[src/rtl/gpio_shift_out.sv]
// Serialises the GPIO output word onto a 74HC595-style shift/latch chain,
// retransmitting whenever the word changes or software forces a refresh.
module gpio_shift_out #(
  parameter int unsigned DATA_WIDTH = 32,
  parameter int unsigned CLK_DIV    = 4,
  parameter bit          MSB_FIRST  = 1'b1
) (
  input  logic                  clk,
  input  logic                  rst,
  input  logic [DATA_WIDTH-1:0] gpio_in,
  input  logic                  force_update,
  output logic                  sr_clk,
  output logic                  sr_data,
  output logic                  sr_latch,
  output logic                  busy,
  output logic [15:0]           update_count
);

  localparam int unsigned DIV_W = (CLK_DIV > 1) ? $clog2(CLK_DIV) : 1;
  localparam int unsigned BIT_W = $clog2(DATA_WIDTH);
  localparam logic [DIV_W-1:0] DIV_LAST = DIV_W'(CLK_DIV - 1);
  localparam logic [BIT_W-1:0] BIT_LAST = BIT_W'(DATA_WIDTH - 1);

  typedef enum logic [1:0] {
    IDLE  = 2'd0,
    SHIFT = 2'd1,
    LATCH = 2'd2
  } state_t;

  state_t                state, state_nxt;
  logic [DATA_WIDTH-1:0] shreg, shreg_nxt;
  logic [DATA_WIDTH-1:0] last_sent, last_nxt;
  logic                  pending, pending_nxt;
  logic [DIV_W-1:0]      div_cnt, div_nxt;
  logic                  phase, phase_nxt;
  logic [BIT_W-1:0]      bit_cnt, bit_nxt;
  logic                  sr_clk_nxt, sr_data_nxt, sr_latch_nxt, busy_nxt;
  logic [15:0]           count_nxt;

  logic                  trigger;
  logic                  first_bit;
  logic                  next_bit;
  logic [DATA_WIDTH-1:0] shreg_shift;

  // Bit presented next is always at the outgoing end of the shift register.
  always_comb begin
    trigger     = pending || force_update || (gpio_in != last_sent);
    first_bit   = MSB_FIRST ? gpio_in[DATA_WIDTH-1] : gpio_in[0];
    shreg_shift = MSB_FIRST ? {shreg[DATA_WIDTH-2:0], 1'b0}
                            : {1'b0, shreg[DATA_WIDTH-1:1]};
    next_bit    = MSB_FIRST ? shreg_shift[DATA_WIDTH-1] : shreg_shift[0];
  end

  // Next-state and registered-output logic.
  always_comb begin
    state_nxt    = state;
    shreg_nxt    = shreg;
    last_nxt     = last_sent;
    pending_nxt  = pending;
    div_nxt      = div_cnt;
    phase_nxt    = phase;
    bit_nxt      = bit_cnt;
    sr_clk_nxt   = sr_clk;
    sr_data_nxt  = sr_data;
    sr_latch_nxt = sr_latch;
    busy_nxt     = busy;
    count_nxt    = update_count;

    unique case (state)
      IDLE: begin
        sr_clk_nxt   = 1'b0;
        sr_data_nxt  = 1'b0;
        sr_latch_nxt = 1'b0;
        busy_nxt     = 1'b0;
        if (trigger) begin
          state_nxt   = SHIFT;
          shreg_nxt   = gpio_in;
          last_nxt    = gpio_in;
          pending_nxt = 1'b0;
          div_nxt     = '0;
          phase_nxt   = 1'b0;
          bit_nxt     = '0;
          busy_nxt    = 1'b1;
          sr_data_nxt = first_bit;
        end
      end

      SHIFT: begin
        if (force_update) pending_nxt = 1'b1;
        if (div_cnt == DIV_LAST) begin
          div_nxt = '0;
          if (!phase) begin
            phase_nxt  = 1'b1;
            sr_clk_nxt = 1'b1;
          end else begin
            phase_nxt  = 1'b0;
            sr_clk_nxt = 1'b0;
            if (bit_cnt == BIT_LAST) begin
              state_nxt    = LATCH;
              sr_data_nxt  = 1'b0;
              sr_latch_nxt = 1'b1;
            end else begin
              bit_nxt     = bit_cnt + 1'b1;
              shreg_nxt   = shreg_shift;
              sr_data_nxt = next_bit;
            end
          end
        end else begin
          div_nxt = div_cnt + 1'b1;
        end
      end

      LATCH: begin
        if (force_update) pending_nxt = 1'b1;
        if (div_cnt == DIV_LAST) begin
          div_nxt      = '0;
          state_nxt    = IDLE;
          sr_latch_nxt = 1'b0;
          busy_nxt     = 1'b0;
          count_nxt    = update_count + 16'd1;
        end else begin
          div_nxt = div_cnt + 1'b1;
        end
      end

      default: state_nxt = IDLE;
    endcase
  end

  // Pending starts set so the unknown external chain is refreshed after reset.
  always_ff @(posedge clk or negedge rst) begin
    if (!rst) begin
      state        <= IDLE;
      shreg        <= '0;
      last_sent    <= '0;
      pending      <= 1'b1;
      div_cnt      <= '0;
      phase        <= 1'b0;
      bit_cnt      <= '0;
      sr_clk       <= 1'b0;
      sr_data      <= 1'b0;
      sr_latch     <= 1'b0;
      busy         <= 1'b0;
      update_count <= '0;
    end else begin
      state        <= state_nxt;
      shreg        <= shreg_nxt;
      last_sent    <= last_nxt;
      pending      <= pending_nxt;
      div_cnt      <= div_nxt;
      phase        <= phase_nxt;
      bit_cnt      <= bit_nxt;
      sr_clk       <= sr_clk_nxt;
      sr_data      <= sr_data_nxt;
      sr_latch     <= sr_latch_nxt;
      busy         <= busy_nxt;
      update_count <= count_nxt;
    end
  end

endmodule
[config.mk]
export PLATFORM = sky130hd
export DESIGN_NAME = gpio_shift_out
export DESIGN_NICKNAME = d
export VERILOG_FILES = /design/src/rtl/gpio_shift_out.sv
export SDC_FILE = /design/constraint.sdc
export NUM_CORES = 1
export LEC_CHECK = 0
export CORE_ASPECT_RATIO = 0.5
export CORE_MARGIN = 2
export CORE_UTILIZATION = 51
export DETAILED_ROUTE_END_ITERATION = 16
export PLACE_DENSITY = 0.77
export SYNTH_ARGS = -nofsm -noshare
export SYNTH_HDL_FRONTEND = slang
export SYNTH_SLANG_ARGS = --single-unit
export TNS_END_PERCENT = 10
[constraint.sdc]
create_clock -name clk -period 2.5 [get_ports clk]
set_input_delay 0.25 -clock clk [delete_from_list [all_inputs] [get_ports clk]]
set_output_delay 0.25 -clock clk [all_outputs]
set_load 0.05 [all_outputs]
==> metrics.txt, run 1 <==
area share of fa/ha/maj cells after synthesis 0.0212; clock sinks 94; Gate Count Post-Synth between 300 and 400; Critical Path Max Stage Delay roughly 430 ps; Synth area leader dfrtp_1; core area ~8900 µm²; area growth from synthesis to layout 25.0%; overall power between 4 and 5 mW; Synth Area in Compound Gates 0.0551; fraction of registers with async set/reset 1.00; GPL Wtd Cong 0.801; Hold Path Class primary input to asynchronous set/reset pin; Max Root-Sink Buffers 2; starting DRC count in detailed routing between 200 and 250; switch share 0.273; metal2 WL between 4000 and 5000 µm; Setup Viol. Count Final 0; TNS Setup 0 ps; post-synth top area share 0.493; Max Fclk 410 MHz; final hold vios 0; worst r2r path cells 7; Post-Synth XOR/XNOR Area 0.0816; GRT Resource Usage Total 0.215; M1 WL around 4700 µm; required time of the critical path between 2000 and 3000 ps; row cnt 24; CP max FO 11; Top FF cell, synth dfrtp_1; final WL between 9000 and 10,000 µm; share of cells above drive strength 1 0.281; multiplexer share of the synthesized area 0.237; failing checks DRC; Critical Path AT between 2000 and 3000 ps; most common cell in the netlist dfrtp_1; die area between 10,000 and 15,000 µm²; fin crit share 0.975; clock buffer count from CTS 9; wire length per cell roughly 17 µm; Net Sw Power around 1.3 mW; Post-synth top cells dfrtp_1 (93), mux2_2 (48), xor2_1 (31), mux2_1 (21); CTS tree done; clk_lat worst skew approximately 340 ps; slowest CP cell a2111oi_1; Comb pwr share 0.245; CP delay by family, top simple AND/OR/NAND/NOR gates; first-pass GRT wire length roughly 17,000 µm; drt drc 4; post-DP HPWL a little over 7000 µm; top cells by area, synth dfrtp_1 (49%), mux2_2 (11%), mux2_4 (6.4%); clock-pin slew on the worst setup and hold paths 60 ps; Synth warnings 0; Filler cells 630; Crit path depth 7; Setup CP Type register to register; Max Cap Viol 0; power share of the clock group 0.276; Synth Register Bits 94; Avg Synthesized Cell Area about 13 µm²; mapped cell area 4720 µm²; simple-gate share of the synthesized area 0.0729; number of synthesized flops with an enable pin 0; power density cells between 700 and 800 nW/µm²; Mapped Nets 410; final critical-path required period 2440 ps; GR Overflow Total 0; critical-path cell list xor2_1 > a2111oi_1 > nand4_1 > nor3_2 > nand2b_1 > buf_4 > mux2_1; area of the multi-input gates roughly 2200 µm²; top sig layer met4; met3 wire length ~280 µm; vias in the first global route 3,331; Post-CTS Setup Inserts 0; share of power burned in registers 0.479; max-slew violation count 0; Avg Vias per Cell between 5 and 6; Worst-Margin Slew ~620 ps; largest family of logic cells by synthesized area multiplexers; I/O pin count between 50 and 60; CTS H-tree lvls 3; largest net degree at the start of global routing a little under 50; DRT Pass-1 Iters 13; DIE HEIGHT 72.0 µm; Layout Skew approximately 5.3 ps; Pint between 3 and 4 mW; WP buf/inv 1; startpoint types register; sequential area share after synthesis 0.498; clock root cell clkbuf_16; type of element capturing the critical path register; FF+latch area approximately 2400 µm²; Lkg Pwr 2.70 nW; status finished, violations left; final net count 495; initial core utilization 0.533; Vias around 3,000; # diodes 0; initial antenna violation count 0; DRT antenna net count 0; I/O Buffers 54; VDD IR max between 0.4 and 0.5 mV; Unique masters post-synth 48; slew margin rel. 0.583; Die Width about 140 µm
-- worst reg2reg max path, stage by stage (launching register included) --
cell       delay [ps]
dfrtp_1           390
xor2_1            150
a2111oi_1         430
nand4_1           300
nor3_2            240
nand2b_1          210
buf_4             240
mux2_1            360
-- routing by layer --
layer	track usage	vias up
met1	0.280	1549
met5	0	-
met2	0.370	50
met3	0.0495	10
met4	0.0640	0
li1	-	1472
-- worst paths after layout --
check                                  from               end  slack [ps]
max                           last_sent[18]      last_sent[0]          60
min                                     rst          shreg[4]         470
max reg2reg                   last_sent[18]      last_sent[0]          60
min reg2reg                update_count[15]  update_count[15]         470
max in group asynchronous               rst      last_sent[6]        1340
min in group clk           update_count[15]  update_count[15]         470
-- metrics by stage --
stage	util	cells	hold WS, ps	setup slack [ps]	area [µm²]
final	0.666	572	467	62.4	5900
after global routing	0.666	572	482	-101	5900
after CTS	0.664	572	476	1.97	5880
after detailed placement	0.631	557	310	-395	5590
after global placement	0.631	557	297	-313	5590
after floorplan	-	367	-45.6	133	4720
-- power by group through the flow --
stage               Clock (mW)  Combinational (mW)  Sequential, mW
floorplan                    0               0.759            2.21
global placement             0                1.07            2.21
detailed placement           0                1.12            2.24
CTS                       1.31                1.14            2.22
global route              1.36                1.24            2.28
finish                    1.28                1.14            2.23
-- state kept, by name, summed over array words and instances, names as in the netlist --
register and count:
sr_data 1, pending 1, busy 1, update_count 16, shreg 31, phase 1
sr_latch 1, state 2, sr_clk 1, bit_cnt 5, last_sent 32, div_cnt 2
-- layout by cell type (no fill, tap or decap), types with 4 or more instances in the layout --
| master | netlist | final |
|---|---|---|
| clkbuf_16 | 0 | 9 |
| xnor2_1 | 13 | 13 |
| dfrtp_1 | 93 | 93 |
| mux2_2 | 48 | 48 |
| mux2_1 | 21 | 21 |
| mux2i_1 | 4 | 4 |
| buf_4 | 0 | 32 |
| inv_1 | 13 | 13 |
| mux2_4 | 20 | 20 |
| clkdlybuf4s50_1 | 0 | 53 |
| nand2_1 | 20 | 20 |
| ha_1 | 8 | 7 |
| nand3_1 | 6 | 6 |
| nor2_1 | 12 | 12 |
| nand4_1 | 6 | 6 |
| xor2_1 | 31 | 31 |
| o21ai_0 | 10 | 10 |
-- kinds of logic after synthesis --
| family | Yosys count |
|---|---|
| multiplexers | 93 |
| XOR/XNOR | 44 |
| flip-flops | 94 |
| buffers and inverters | 28 |
| AND/OR/NAND/NOR | 66 |
| adder cells (fa/ha/maj) | 8 |
| AO/OA/AOI/OAI | 34 |
-- final cells by class --
type,instances,share of cell area
sequential,94,0.399
tap,117,0.0248
multi-input combinational,245,0.379
clock buffer,13,0.0458
clock inverter,1,0.000848
timing repair buffer,89,0.142
inverter,13,0.00827
-- what timing repair did --
action,in CTS,in global routing
pin swaps,0,2
cloned,0,0
gates resized for setup,1,4
endpoints found under the setup margin,29,57
hold buffers,1,0
endpoints found under the hold margin,44,0
No activity file was read; power rests on OpenSTA's default activity.
==> inputs of run 2 (changes only) <==
- CORE_UTILIZATION: 51 -> 60
- PLACE_DENSITY: 0.77 -> 0.85
- clock period: 2.5 -> 2.9 ns (I/O delays scaled with it)
==> run 2 against run 1 <==
  * The run ends with hold timing left
  * Clock skew about the same
  * Clock power down 16%
  * Worst hold slack got worse by 470 ps
  * First-iteration DRC count fell by 19%
  * Critical path depth is 1 higher
  * Design area fell by 3.1%
  * Sequential share of layout area rose by 1.3 points
  * Final cell count shrank 4.2%
  * Global-route usage grew 3.6 points
  * Die area is 14% lower
  * Non-clock buffer count is 17 lower
  * Total power decreased by 15%
  * Highest routed layer unchanged
==> metrics.txt, run 2 (synthesis gave the netlist of run 1 again) <==
most common cell after layout, fill and taps aside dfrtp_1; clock root cell clkbuf_16; slew margin rel. 0.542 (-0.0410); I/O pin count 55 (unchanged); initial antenna violation count 0 (unchanged); max-slew violation count 0 (unchanged); clock buffer count from CTS 9 (unchanged); CP max FO 23 (+12); CTS tree done; status finished, violations left; post_cts resized 0 (-1); type of element capturing the critical path register; Max Fclk ~370 MHz; final net count 478 (-3.4%); Layout Skew 4.91 ps (-0.421 ps); VDD IR max 0.429 mV (-0.26%); I/O Buffers 54 (unchanged); startpoint types primary input; # diodes 0 (unchanged); required time of the critical path 3120 ps (+410 ps); clock sinks 94 (unchanged); cts hold-fix bufs 0 (-1); setup slack, reg-to-reg 280 ps (+220 ps); switch share 0.279 (+0.00658); Lkg Pwr 2.59 nW (-4.2%); Pint 2.86 mW (-15%); Util after Layout 0.764 (+0.0977); clock-pin slew on the worst setup and hold paths 60 ps (about the same); Layout Cells excl Fill 548 (-4.2%); final critical-path required period approximately 2700 ps; most flop-heavy register last_sent; Inst Count DP 532 (-4.5%); first-pass GRT wire length 16,200 µm (-4.2%); most frequent cells in the layout dfrtp_1 (93), clkdlybuf4s50_1 (53), mux2_2 (48); vias in the first global route 3,208 (-3.7%); fin crit share 0.931; GR Overflow Total 0 (unchanged); Max Root-Sink Buffers 2 (unchanged); Critical Path AT 2920 ps (+270 ps); Worst-Margin Slew 686 ps (+61.4 ps); Comb pwr share 0.242 (-0.003); starting DRC count in detailed routing 187 (-19%); area growth from synthesis to layout 21.1%; reg2reg start last_sent[11]; final hold vios 3 (+3); Die Width 129 µm (-7.6%); die area 8640 µm² (-14%); Setup Viol. Count Final 0 (unchanged); drt drc 0 (-4); Post-CTS Setup Inserts 0 (unchanged); DIE HEIGHT 66.7 µm (-7.4%); Net Sw Power 1.11 mW (-12%); DRT antenna net count 0 (unchanged); Max Cap Viol 0 (unchanged); overall power 3.97 mW (-15%); DRT Pass-1 Iters 4 (-9); final WL 9740 µm (-1.6%); GPL Wtd Cong 0.808 (+0.89%); biggest regs last_sent: 32 flops, shreg: 31 flops, update_count: 16 flops; power share of the clock group 0.273 (-0.003); hold_ws -1.48 ps (-468 ps); initial core utilization 0.631 (+0.0976); Avg Vias per Cell 5.60 (+4.0%); critical path startpoint gpio_in[11]; GRT Resource Usage Total 0.252 (+0.0364); core area 7490 µm² (-15%); row cnt 22 (-8.3%); Vias 3,071 (-0.32%); power density cells 694 nW/µm² (-12%); Hold Path Class primary input to asynchronous set/reset pin; Setup CP Type primary input to register; RSZ-0062 raised after global routing false; largest net degree at the start of global routing 55 (+12%); share of cells above drive strength 1 0.241 (-0.0404); post-DP HPWL 6930 µm (-3.9%); clk_lat worst skew 340 ps (about the same); failing checks hold timing; wire length per cell 17.8 µm (+2.7%); share of power burned in registers 0.485 (+0.006); CTS H-tree lvls 3 (unchanged); Largest register FFs 32 (unchanged)
==> run 2: cell types whose count changed in the layout (fill, tap and decap cells not counted), sizes merged <==
cell | previous run | this run
clkbuf | 13 | 15
buf | 35 | 19
dlygate4sd3 | 1 | 0
==> run 2: worst paths after layout <==
path / end / cells after the start
min in group clk: update_count[15] / 1
worst min register to register: update_count[15] / 1
worst max register to register: shreg[28] / 7
max in group asynchronous: shreg[17] / 2
worst min-delay path: update_count[5] / 1
worst max-delay path: shreg[28] / 8
==> run 2: cell type report <==
| type | instances | area, µm² |
|---|---|---|
| timing repair buffer | 72 | 711 |
| multi-input combinational | 245 | 2210 |
| fill | 489 | 1770 |
| tap | 108 | 135 |
| sequential | 94 | 2350 |
| clock inverter | 1 | 5.00 |
| clock buffer | 15 | 258 |
| inverter | 13 | 48.8 |
==> run 2: power groups by stage <==
stage | combinational, mW | clock (mW) | sequential, mW
after detailed placement | 0.948 | 0 | 1.94
after CTS | 0.967 | 1.10 | 1.92
after floorplan | 0.655 | 0 | 1.91
final | 0.960 | 1.08 | 1.93
after global placement | 0.897 | 0 | 1.91
after global routing | 1.05 | 1.15 | 1.97
==> run 2: through the flow <==
stage	TNS, ps	worst slack, ps	area (µm²)
after global placement	0	69.2	5460
after CTS	0	207	5720
after global routing	0	112	5720
after detailed placement	-450	-50.8	5460
final	0	201	5720
after floorplan	0	533	4720
==> run 2: metal layers <==
metal  vias to the layer above  global-route usage  part of all wire
met1                      1555               0.320              0.45
li1                       1431                   -                 -
met4                         0              0.0981             0.021
met2                        68               0.426              0.49
met3                        17              0.0578             0.037
met5                         -                   0                 0
==> run 2: worst max-delay path, cell delays in order <==
cell	delay, ps
clkdlybuf4s50_1	470
xor2_1	200
nor4_1	460
nand4_1	290
o41ai_4	380
or2_1	240
buf_12	210
mux2_1	350
